File: config.mk
export PLATFORM = sky130hd
export DESIGN_NAME = ecc_scalar_mult
export DESIGN_NICKNAME = d
export VERILOG_FILES = /design/src/rtl/ecc_pkg.sv /design/src/rtl/ecc_core_req.sv /design/src/rtl/ecc_scalar_mult.sv
export SDC_FILE = /design/constraint.sdc
export NUM_CORES = 1
export LEC_CHECK = 0
export BUFFER_PORTS_ARGS = -buffer_cell sky130_fd_sc_hd__buf_2
export CAP_MARGIN = 10
export CORE_AREA = 2 2 347 349
export CTS_CLUSTER_DIAMETER = 50
export DETAILED_ROUTE_END_ITERATION = 6
export DIE_AREA = 0 0 349 351
export MAX_ROUTING_LAYER = met4
export SYNTH_ARGS = -nofsm -noshare
export SYNTH_HDL_FRONTEND = slang
export SYNTH_SLANG_ARGS = --single-unit
export TNS_END_PERCENT = 10
File: constraint.sdc
create_clock -name clk -period 3.2 [get_ports clk]
set_input_delay 0.32 -clock clk [delete_from_list [all_inputs] [get_ports clk]]
set_output_delay 0.32 -clock clk [all_outputs]
set_load 0.02 [all_outputs]
File: src/rtl/ecc_pkg.sv
// Shared definitions for the ECC scalar-multiplication sequencer and its core
// request initiator: coordinate/bus widths, operand flag positions, the affine
// point type, the point-at-infinity encoding and the FSM state types.
package ecc_pkg;

   localparam int unsigned COORD_W      = 79;
   localparam int unsigned BUS_W        = 80;
   // Bit 79 of core_px requests a doubling; bit 79 of core_qy requests negation.
   localparam int unsigned FLAG_DBL_BIT = 79;
   localparam int unsigned FLAG_NEG_BIT = 79;

   typedef struct packed {
      logic [COORD_W-1:0] x;
      logic [COORD_W-1:0] y;
   } point_t;

   // O is (0,0), the same zero-operand convention the core uses.
   localparam point_t POINT_INF = '0;

   typedef enum logic [1:0] {SqIdle, SqStep, SqCore, SqFin} seq_state_e;
   typedef enum logic [1:0] {StIdle, StReq, StWait, StRelease} req_state_e;
   typedef enum logic {PhDbl, PhAdd} phase_e;

   function automatic logic is_inf(input point_t p);
      return (p == POINT_INF);
   endfunction

endpackage

File: src/rtl/ecc_core_req.sv
// Core transaction initiator: runs one REQ -> WAIT -> RELEASE handshake with the
// arithmetic core per i_go, holding operands stable for the whole transaction.
// Optional watchdog (macro ECC_SCALAR_MULT_TIMEOUT_EN) aborts a transaction that
// spends TIMEOUT_CYCLES cycles in WAIT/RELEASE.
// Ports:
//   clk, reset            clock, asynchronous active-low reset
//   i_go                  start a transaction (honoured in idle only)
//   i_px/i_py/i_qx/i_qy   operands latched on accepted i_go
//   o_capture             core result valid on o_res this cycle
//   o_res                 core result (bit 79 of each coordinate dropped)
//   o_finish              transaction complete (core_done has fallen)
//   o_timeout             watchdog expiry pulse (0 when feature not built)
//   core_*                handshake and operand buses to/from the core
module ecc_core_req
   import ecc_pkg::*;
#(
   parameter int unsigned TIMEOUT_CYCLES = 4096
) (
   input  logic             clk,
   input  logic             reset,
   input  logic             i_go,
   input  logic [BUS_W-1:0] i_px,
   input  logic [BUS_W-1:0] i_py,
   input  logic [BUS_W-1:0] i_qx,
   input  logic [BUS_W-1:0] i_qy,
   output logic             o_capture,
   output point_t           o_res,
   output logic             o_finish,
   output logic             o_timeout,
   output logic             core_start,
   output logic [BUS_W-1:0] core_px,
   output logic [BUS_W-1:0] core_py,
   output logic [BUS_W-1:0] core_qx,
   output logic [BUS_W-1:0] core_qy,
   input  logic             core_done,
   input  logic [BUS_W-1:0] core_rx,
   input  logic [BUS_W-1:0] core_ry
);

   if (TIMEOUT_CYCLES < 2) begin : g_bad_timeout
      $error("TIMEOUT_CYCLES must be at least 2");
   end

   req_state_e       r_state, w_state_d;
   logic [BUS_W-1:0] r_px, r_py, r_qx, r_qy;
   logic             w_timeout;
   logic             w_unused_msb;

   assign w_unused_msb = core_rx[BUS_W-1] ^ core_ry[BUS_W-1];

   always_ff @(posedge clk or negedge reset) begin
      if (!reset) begin
         r_state <= StIdle;
         r_px    <= '0;
         r_py    <= '0;
         r_qx    <= '0;
         r_qy    <= '0;
      end else begin
         r_state <= w_state_d;
         if (r_state == StIdle && i_go) begin
            r_px <= i_px;
            r_py <= i_py;
            r_qx <= i_qx;
            r_qy <= i_qy;
         end
      end
   end

   always_comb begin
      w_state_d = r_state;
      o_capture = 1'b0;
      o_finish  = 1'b0;
      case (r_state)
         StIdle:    if (i_go) w_state_d = StReq;
         StReq:     w_state_d = StWait;
         StWait: begin
            if (core_done) begin
               o_capture = 1'b1;
               w_state_d = StRelease;
            end
         end
         // No new request until core_done is low again.
         StRelease: begin
            if (!core_done) begin
               o_finish  = 1'b1;
               w_state_d = StIdle;
            end
         end
         default:   w_state_d = StIdle;
      endcase
      if (w_timeout) begin
         o_capture = 1'b0;
         o_finish  = 1'b0;
         w_state_d = StIdle;
      end
   end

`ifdef ECC_SCALAR_MULT_TIMEOUT_EN
   localparam int unsigned CNT_W = $clog2(TIMEOUT_CYCLES + 1);

   logic [CNT_W-1:0] r_wd_cnt;
   logic             w_wd_run;

   assign w_wd_run  = (r_state == StWait) || (r_state == StRelease);
   assign w_timeout = w_wd_run && (r_wd_cnt == CNT_W'(TIMEOUT_CYCLES - 1));

   always_ff @(posedge clk or negedge reset) begin
      if (!reset) begin
         r_wd_cnt <= '0;
      end else if (!w_wd_run) begin
         r_wd_cnt <= '0;
      end else begin
         r_wd_cnt <= r_wd_cnt + CNT_W'(1);
      end
   end
`else
   assign w_timeout = 1'b0;
`endif

   assign o_timeout  = w_timeout;
   assign o_res      = {core_rx[COORD_W-1:0], core_ry[COORD_W-1:0]};
   assign core_start = (r_state == StReq);
   assign core_px    = r_px;
   assign core_py    = r_py;
   assign core_qx    = r_qx;
   assign core_qy    = r_qy;

endmodule

File: src/rtl/ecc_scalar_mult.sv
// Scalar-multiplication sequencer: R = k*P by left-to-right double-and-add,
// issuing point-double / point-add requests to an external core through
// ecc_core_req. Doubling or adding against O is short-cut locally in one cycle.
// Optional watchdog: macro ECC_SCALAR_MULT_TIMEOUT_EN (err sticky, rx=ry=0 on expiry).
// Ports:
//   clk, reset        clock, asynchronous active-low reset
//   start, k, px, py  request, scalar and base point (bit 79 of px/py ignored)
//   busy, done        busy from accepted start until done; done is a 1-cycle pulse
//   rx, ry            result (bit 79 always 0), held until the next accepted start
//   err               sticky watchdog error, cleared on accepted start
//   core_*            request/response buses to the arithmetic core
module ecc_scalar_mult
   import ecc_pkg::*;
#(
   parameter int unsigned K_W            = 79,
   parameter int unsigned TIMEOUT_CYCLES = 4096
) (
   input  logic             clk,
   input  logic             reset,
   input  logic             start,
   input  logic [K_W-1:0]   k,
   input  logic [BUS_W-1:0] px,
   input  logic [BUS_W-1:0] py,
   output logic             busy,
   output logic             done,
   output logic [BUS_W-1:0] rx,
   output logic [BUS_W-1:0] ry,
   output logic             err,
   output logic             core_start,
   output logic [BUS_W-1:0] core_px,
   output logic [BUS_W-1:0] core_py,
   output logic [BUS_W-1:0] core_qx,
   output logic [BUS_W-1:0] core_qy,
   input  logic             core_done,
   input  logic [BUS_W-1:0] core_rx,
   input  logic [BUS_W-1:0] core_ry
);

   localparam int unsigned IDX_W = (K_W > 1) ? $clog2(K_W) : 1;

   seq_state_e       r_state, w_state_d;
   phase_e           r_phase, w_phase_d;
   logic [K_W-1:0]   r_k;
   logic [IDX_W-1:0] r_idx, w_idx_d;
   point_t           r_p, r_r, w_r_d;
   logic             r_done;
   logic [BUS_W-1:0] r_rx, r_ry;

   logic             w_go, w_advance, w_bit, w_dbl;
   logic [BUS_W-1:0] w_op_px, w_op_py, w_op_qx, w_op_qy;
   logic             w_capture, w_finish, w_timeout;
   point_t           w_res;
   logic             w_unused_msb;

   assign w_unused_msb = px[BUS_W-1] ^ py[BUS_W-1];
   assign w_bit        = r_k[r_idx];

   // An add with R==P would be degenerate for the core, so it becomes a double.
   always_comb begin
      w_dbl                 = (r_phase == PhDbl) || (r_r == r_p);
      w_op_px               = {1'b0, r_r.x};
      w_op_px[FLAG_DBL_BIT] = w_dbl;
      w_op_py               = {1'b0, r_r.y};
      w_op_qx               = w_dbl ? '0 : {1'b0, r_p.x};
      w_op_qy               = w_dbl ? '0 : {1'b0, r_p.y};
      w_op_qy[FLAG_NEG_BIT] = 1'b0;
   end

   always_comb begin
      w_state_d = r_state;
      w_phase_d = r_phase;
      w_idx_d   = r_idx;
      w_r_d     = r_r;
      w_go      = 1'b0;
      w_advance = 1'b0;
      case (r_state)
         SqIdle: begin
            if (start) begin
               w_state_d = SqStep;
               w_phase_d = PhDbl;
               w_idx_d   = IDX_W'(K_W - 1);
               w_r_d     = POINT_INF;
            end
         end
         SqStep: begin
            if (is_inf(r_r)) begin
               // 2*O = O, O + P = P: no core work needed.
               if (r_phase == PhAdd) w_r_d = r_p;
               w_advance = 1'b1;
            end else begin
               w_go      = 1'b1;
               w_state_d = SqCore;
            end
         end
         SqCore: begin
            if (w_capture) w_r_d = w_res;
            if (w_timeout) begin
               w_r_d     = POINT_INF;
               w_state_d = SqFin;
            end else if (w_finish) begin
               w_advance = 1'b1;
            end
         end
         SqFin:   w_state_d = SqIdle;
         default: w_state_d = SqIdle;
      endcase

      if (w_advance) begin
         if (r_phase == PhDbl && w_bit) begin
            w_phase_d = PhAdd;
            w_state_d = SqStep;
         end else if (r_idx == '0) begin
            w_state_d = SqFin;
         end else begin
            w_idx_d   = r_idx - IDX_W'(1);
            w_phase_d = PhDbl;
            w_state_d = SqStep;
         end
      end
   end

   always_ff @(posedge clk or negedge reset) begin
      if (!reset) begin
         r_state <= SqIdle;
         r_phase <= PhDbl;
         r_idx   <= '0;
         r_k     <= '0;
         r_p     <= POINT_INF;
         r_r     <= POINT_INF;
         r_done  <= 1'b0;
         r_rx    <= '0;
         r_ry    <= '0;
      end else begin
         r_state <= w_state_d;
         r_phase <= w_phase_d;
         r_idx   <= w_idx_d;
         r_r     <= w_r_d;
         r_done  <= (r_state == SqFin);
         if (r_state == SqIdle && start) begin
            r_k <= k;
            r_p <= {px[COORD_W-1:0], py[COORD_W-1:0]};
         end
         if (r_state == SqFin) begin
            r_rx <= {1'b0, r_r.x};
            r_ry <= {1'b0, r_r.y};
         end
      end
   end

`ifdef ECC_SCALAR_MULT_TIMEOUT_EN
   logic r_err;

   always_ff @(posedge clk or negedge reset) begin
      if (!reset) begin
         r_err <= 1'b0;
      end else if (r_state == SqIdle && start) begin
         r_err <= 1'b0;
      end else if (r_state == SqCore && w_timeout) begin
         r_err <= 1'b1;
      end
   end

   assign err = r_err;
`else
   assign err = 1'b0;
`endif

   ecc_core_req #(
      .TIMEOUT_CYCLES (TIMEOUT_CYCLES)
   ) u_core_req (
      .clk        (clk),
      .reset      (reset),
      .i_go       (w_go),
      .i_px       (w_op_px),
      .i_py       (w_op_py),
      .i_qx       (w_op_qx),
      .i_qy       (w_op_qy),
      .o_capture  (w_capture),
      .o_res      (w_res),
      .o_finish   (w_finish),
      .o_timeout  (w_timeout),
      .core_start (core_start),
      .core_px    (core_px),
      .core_py    (core_py),
      .core_qx    (core_qx),
      .core_qy    (core_qy),
      .core_done  (core_done),
      .core_rx    (core_rx),
      .core_ry    (core_ry)
   );

   assign busy = (r_state != SqIdle);
   assign done = r_done;
   assign rx   = r_rx;
   assign ry   = r_ry;

endmodule

Yosys cells after proc, flatten, opt, wreduce, memory -nomap -nowiden
Cells that the tools add are included.
- bits in registers: 884
- output and inout port bits: 484
- logic and storage cells: 87
- $add $sub $neg: 1
- magnitude comparators: 1
- equality and inequality tests: 17
- multiplexer cells: 38
- bitwise gates (word level): 1
- reductions and logical operators: 13
- operators by type and width (operator ; count):
    two-way mux 158 bit ; 4
    one-hot mux 158 bit (3 select lines) ; 1
    equality test 158 bit ; 1
    zero test 158 bit ; 1
    two-way mux 79 bit ; 2
    two-way mux 7 bit ; 5
    two-way mux 2 bit ; 8
    two-way mux 1 bit ; 14
    inequality test 2 bit, second input constant ; 6
    equality test 2 bit, second input constant ; 4
    < comparator 7 x 8 -> 1 bit, second input constant ; 1
    one-hot mux 2 bit (4 select lines) ; 1
    binary-select mux 1 bit (select 7 bit) ; 1
    zero test 7 bit ; 1
    subtractor 7 x 1 -> 7 bit, second input constant ; 1
    inequality test 3 bit, second input constant ; 2
    one-hot mux 2 bit (3 select lines) ; 1
    AND reduction 3 bit ; 2
    AND reduction 5 bit ; 1
    equality test 2 x 1 -> 1 bit, second input constant ; 2
    zero test 2 bit ; 2
    inequality test 2 x 1 -> 1 bit, second input constant ; 2
    logical AND 1 bit ; 3
    nonzero test 3 bit ; 1
    other kinds (4) ; 4

Longest topological paths before layout
- word-level depth: 6
- depth in mapped cells: 11

By module
A second synthesis with hierarchy kept.
- cells, all modules: 3681
- area total of the unflattened synthesis: 40532.6 um2
- by module, submodules not included (module ; instances ; cells each ; area an instance (um2) ; seq. area each (um2)):
    ecc_scalar_mult ; 1 ; 2828 ; 27169.8 ; 14113.5
    ecc_core_req ; 1 ; 853 ; 13362.8 ; 8057.7

Worst setup path before layout
OpenSTA, ideal clock, no wires.
- path type: reg2reg
- from: reg r_idx[0]
- to: reg r_idx[0]
- arrival time: 2.506 ns
- setup slack: 0.564 ns
- stages on the path, launching flop included: 10
- period minus slack after synthesis: 2.636 ns
- cell sequence: dfrtp_1 -> buf_6 -> mux4_2 -> mux4_2 -> nor2b_1 -> a211oi_2 -> nor4_1 -> or3_1 -> buf_2 -> mux2i_1
- word-level cells in the longest chain between the ends: 5
- elaborated cells between the ends (all ways): 10
- classes of those cells: 1 x add/sub; 7 x mux; 2 x reduce/logical
- RTL lines (item ; line ; text):
    from (decl) ; ecc_scalar_mult.sv:44 ; logic [IDX_W-1:0] r_idx, w_idx_d;
    from (signal assigned) ; ecc_scalar_mult.sv:136 ; r_idx <= w_idx_d;
    binary-select mux 1 bit (select 7 bit) or two-way mux 7 bit (tied branches) ; ecc_scalar_mult.sv:56, ecc_scalar_mult.sv:78 ;
    two-way mux 1 bit (implied by the code) or two-way mux 7 bit (tied branches) ; ecc_scalar_mult.sv:56, ecc_scalar_mult.sv:76 ;
    logical AND 1 bit or two-way mux 7 bit (tied branches) ; ecc_scalar_mult.sv:109, ecc_scalar_mult.sv:112 ;
    two-way mux 7 bit ; ecc_scalar_mult.sv:109 ; if (r_phase == PhDbl && w_bit) begin
    two-way mux 7 bit (*) ; ecc_scalar_mult.sv:108 ; if (w_advance) begin
    named net w_idx_d[0] ; ecc_scalar_mult.sv:44 ;
The timed path passes the listed nets; every way through them passes the cells marked *. The select of a mux whose other input is x is not followed.
A chain may end at the register's enable or synchronous reset.

Worst setup path after layout
- from: reg r_r[122] in the netlist's numbering
- to: reg r_r[131] in the netlist's numbering
- word-level cells in the longest chain between the ends: 3
- RTL lines (item ; line ; text):
    from (decl) ; ecc_scalar_mult.sv:45 ; point_t r_p, r_r, w_r_d;
    from (signal assigned) ; ecc_scalar_mult.sv:137 ; r_r <= w_r_d;
    zero test 158 bit ; ecc_pkg.sv:25 ; return (p == POINT_INF);
    inequality test 2 bit (no source line) ; -- ;
    AND reduction 5 bit (no source line) ; -- ;
Every way passes these cells.

==> impl_metrics.toml <==
[routing]
wl_per_cell_um = 26.9
drt.antenna.violating_nets = 0
drtIter0Drc = 2404
first_pass_iters = 5
drt-vias-per-instance = 5.12
routed_wl_um = 174000
drc = 0
num_vias = 33100

[setup_path]
r2r_start = "r_r[122]"
crit_end = "r_r[131]"
path_buf_inv = 4
end_kind = "register"
path_cells = "nor4_4 > buf_4 > nand4_1 > nor4_2 > buf_4 > a31oi_4 > or4_4 > buf_12 > clkbuf_16 > nand2_1 > nand2_1"
critPathTopFamily = "simple AND/OR/NAND/NOR gates"
cp-start-kind = "register"
r2r_cells = 11
cp_data_arrival_time_ns = 3.87
worstPathMaxFanout = 9
cp.depth = 11
worstSetupStartpoint = "r_r[122]"
cp_slowest_stage_delay_ns = 0.59
cp_data_required_time_ns = 3.81
rrSetupSlack_ns = -0.06
path_class = "register to register"
r2r_end = "r_r[131]"
crit_path_top_delay_cell = "or4_4"

[place]
placed_area_mm2 = 0.0452
gp_congestion = 0.875
io_buffers = 876
dp_slack_ns = -0.365
dp.cells = 5802
hpwlAfterDp_um = 125000

[run]
max-cap-violations = 0

[die]
io_pins = 887
start_util_pct = 31.4
core_area_mm2 = 0.119
rows = 127
die_h_um = 351
die-width_um = 349
die-area_mm2 = 0.122

[synth]
synth_edf_count = 0
async_flop_share_pct = 100
yosys.area.top_type = "dfrtp_1"
synth.distinct_cells = 55
synth_top_area_share_pct = 59.2
ys_warn_count = 0
synth-seq-cells = 883
synthCells = 3363
synth.area.top_cells = "dfrtp_1, nand2_1, mux2_2"
yosysMostFrequentCell = "nand2_1"
synth_common_cells = "nand2_1, dfrtp_1, a22o_1, mux2_2, clkbuf_1"
syn_area_per_cell_um2 = 11.1
ys.flop_type = "dfrtp_1"
syn_area_mm2 = 0.0373
yosysSeqAreaShare_pct = 59.2

[grt]
grt_pass1_wl_um = 240000
antenna_found_initial = 35
first_global_vias = 33000
grtUsageTotal_pct = 28.1
grt.overflow.total = 0
grt_max_degree = 153

[cts]
path_clk_slew_ns = 0.06
cts.path.max_buffers = 3
cts_root_buffer = "clkbuf_16"
htree_levels = 3
clkSinkCount = 883
cts_tree = "built"
clk_latency_ns = 0.76
cts_buffers = 113

[timing]
rsz0062_at_grt = "true"
hold_violations = 0
finClkSkew_ns = 0.0390
fin_crit_ns = 3.26
fin_tns_setup_ns = -2.94
worst_pin_slew_ns = 1.00
fin_ws_ns = -0.0578
clock.fmax_mhz = 307
relSlewSlack_pct = 33.3
finalMaxSlewViolations = 0
period_share_pct = 102
holdWs_ns = 0.0789
setup_viol = 115

[run_status]
failed_checks = "setup timing"
status = "finished with violations"

[cells_and_area]
fillerInstances = 11100
areaGrowthSynthToFinish_pct = 44.4
final_area_mm2 = 0.0539
final_cells = 6462
layout.nets = 5202
drive_gt1_share_pct = 35.7
multi_input_area_mm2 = 0.0147
seq_area_mm2 = 0.0221

[power]
peakVddDrop_uv = 721
p_leak_nw = 28.3
power.density_mw_per_mm2 = 1160

[worst_hold_path]
min_path_type = "input port to register"
sequential cells by signal, indices dropped and copies added (netlist names):
register            flops
done                    1
r_r                   158
rx                     79
r_k                    79
r_p                   158
u_core_req.core_qy     79
u_core_req.r_state      2
u_core_req.core_px     80
r_idx                   7
ry                     79
u_core_req.core_py     79
u_core_req.core_qx     79
r_state                 2
r_phase                 1
through the flow:
stage                     power, mW  utilization (%)
after CTS                      61.3             44.7
after detailed placement       47.4             38.0
after floorplan                32.1                -
after global routing           65.3             45.3
final                          62.4             45.3
after global placement         47.0             38.0
metal layers:
| layer | GRT usage [%] | vias to the layer above | part of all wire [%] |
|---|---|---|---|
| met5 | - | - | 0 |
| met4 | 9.95 | 0 | 3.7 |
| met3 | 5.95 | 273 | 7.5 |
| met2 | 44.9 | 1467 | 48 |
| met1 | 35.2 | 16800 | 41 |
| li1 | - | 14500 | - |
cells in the final DEF, fill, tap and decap left out, drive strengths merged, types with 6 or more instances in the layout:
cell type    instances
ha                  11
mux2               309
nor2                16
dfrtp              883
conb                 6
buf               1132
o21ai               38
mux4                18
o22ai                6
nand2             1019
clkinv              25
clkinvlp             8
nor3                 8
nor2b               24
inv                 47
clkbuf             161
diode               29
a22o               309
nor4                60
xnor2               89
nand4               40
a21oi                7
dlygate4sd3        393
mux2i               13
nand3              162
xor2                44
worst reg2reg max path: stages (launching register included):
cell and delay, ns:
dfrtp_2 0.43, nor4_4 0.32, buf_4 0.17, nand4_1 0.39, nor4_2 0.36, buf_4 0.20
a31oi_4 0.11, or4_4 0.59, buf_12 0.20, clkbuf_16 0.23, nand2_1 0.07, nand2_1 0.06
where the power goes:
group | leakage [nW] | total (mW) | internal [mW] | switching [mW]
combinational | 14.7 | 29.2 | 11.4 | 17.9
sequential | 11.8 | 20.3 | 15.4 | 4.86
clock | 1.86 | 12.9 | 7.46 | 5.42
total | 28.3 | 62.4 | 34.3 | 28.2
what timing repair did:
item | in CTS | in global routing
buffers inserted | 7 | 6
setup endpoints to repair | 481 | 466
hold buffers | 393 | 0
gates cloned | 1 | 12
gates resized for setup | 29 | 77
pin swaps | 4 | 30
hold endpoints to repair | 432 | 0
kinds of logic (layout without fill, tap and decap cells):
family,count (synthesis),after routing,synth area share [%]
other,1,35,0.0100
xor gates and xnor gates,133,133,3.12
muxes,340,340,10.8
adders and majority gates,11,11,0.369
AOI/OAI and AO/OA,394,394,8.74
buffers and inverters,254,1771,2.73
DFF,883,883,59.2
and+or+nand+nor,1347,1347,15.1
worst min path at each step:
stage / end / cells past startpoint / startpoint / slack [ns]
floorplan: done / 0 / reset / 0.02
finish: r_p[78] / 4 / start / 0.08
detailed placement: rx[0] / 1 / reset / 0.39
global placement: rx[0] / 1 / reset / 0.39
CTS: r_r[69] / 4 / core_ry[69] / 0.0004
global route: r_r[69] / 4 / core_ry[69] / 0.07
layout make-up:
cell class                 count  area share [%]
antenna                       29           0.135
clock buffer                 153            5.94
clock inverter                59            1.13
inverter                      25           0.174
multi-input combinational   2231            27.3
sequential                   883            41.0
tap                         1548            3.59
timing repair buffer        1534            20.7
No activity file was read; power rests on OpenSTA's default activity.
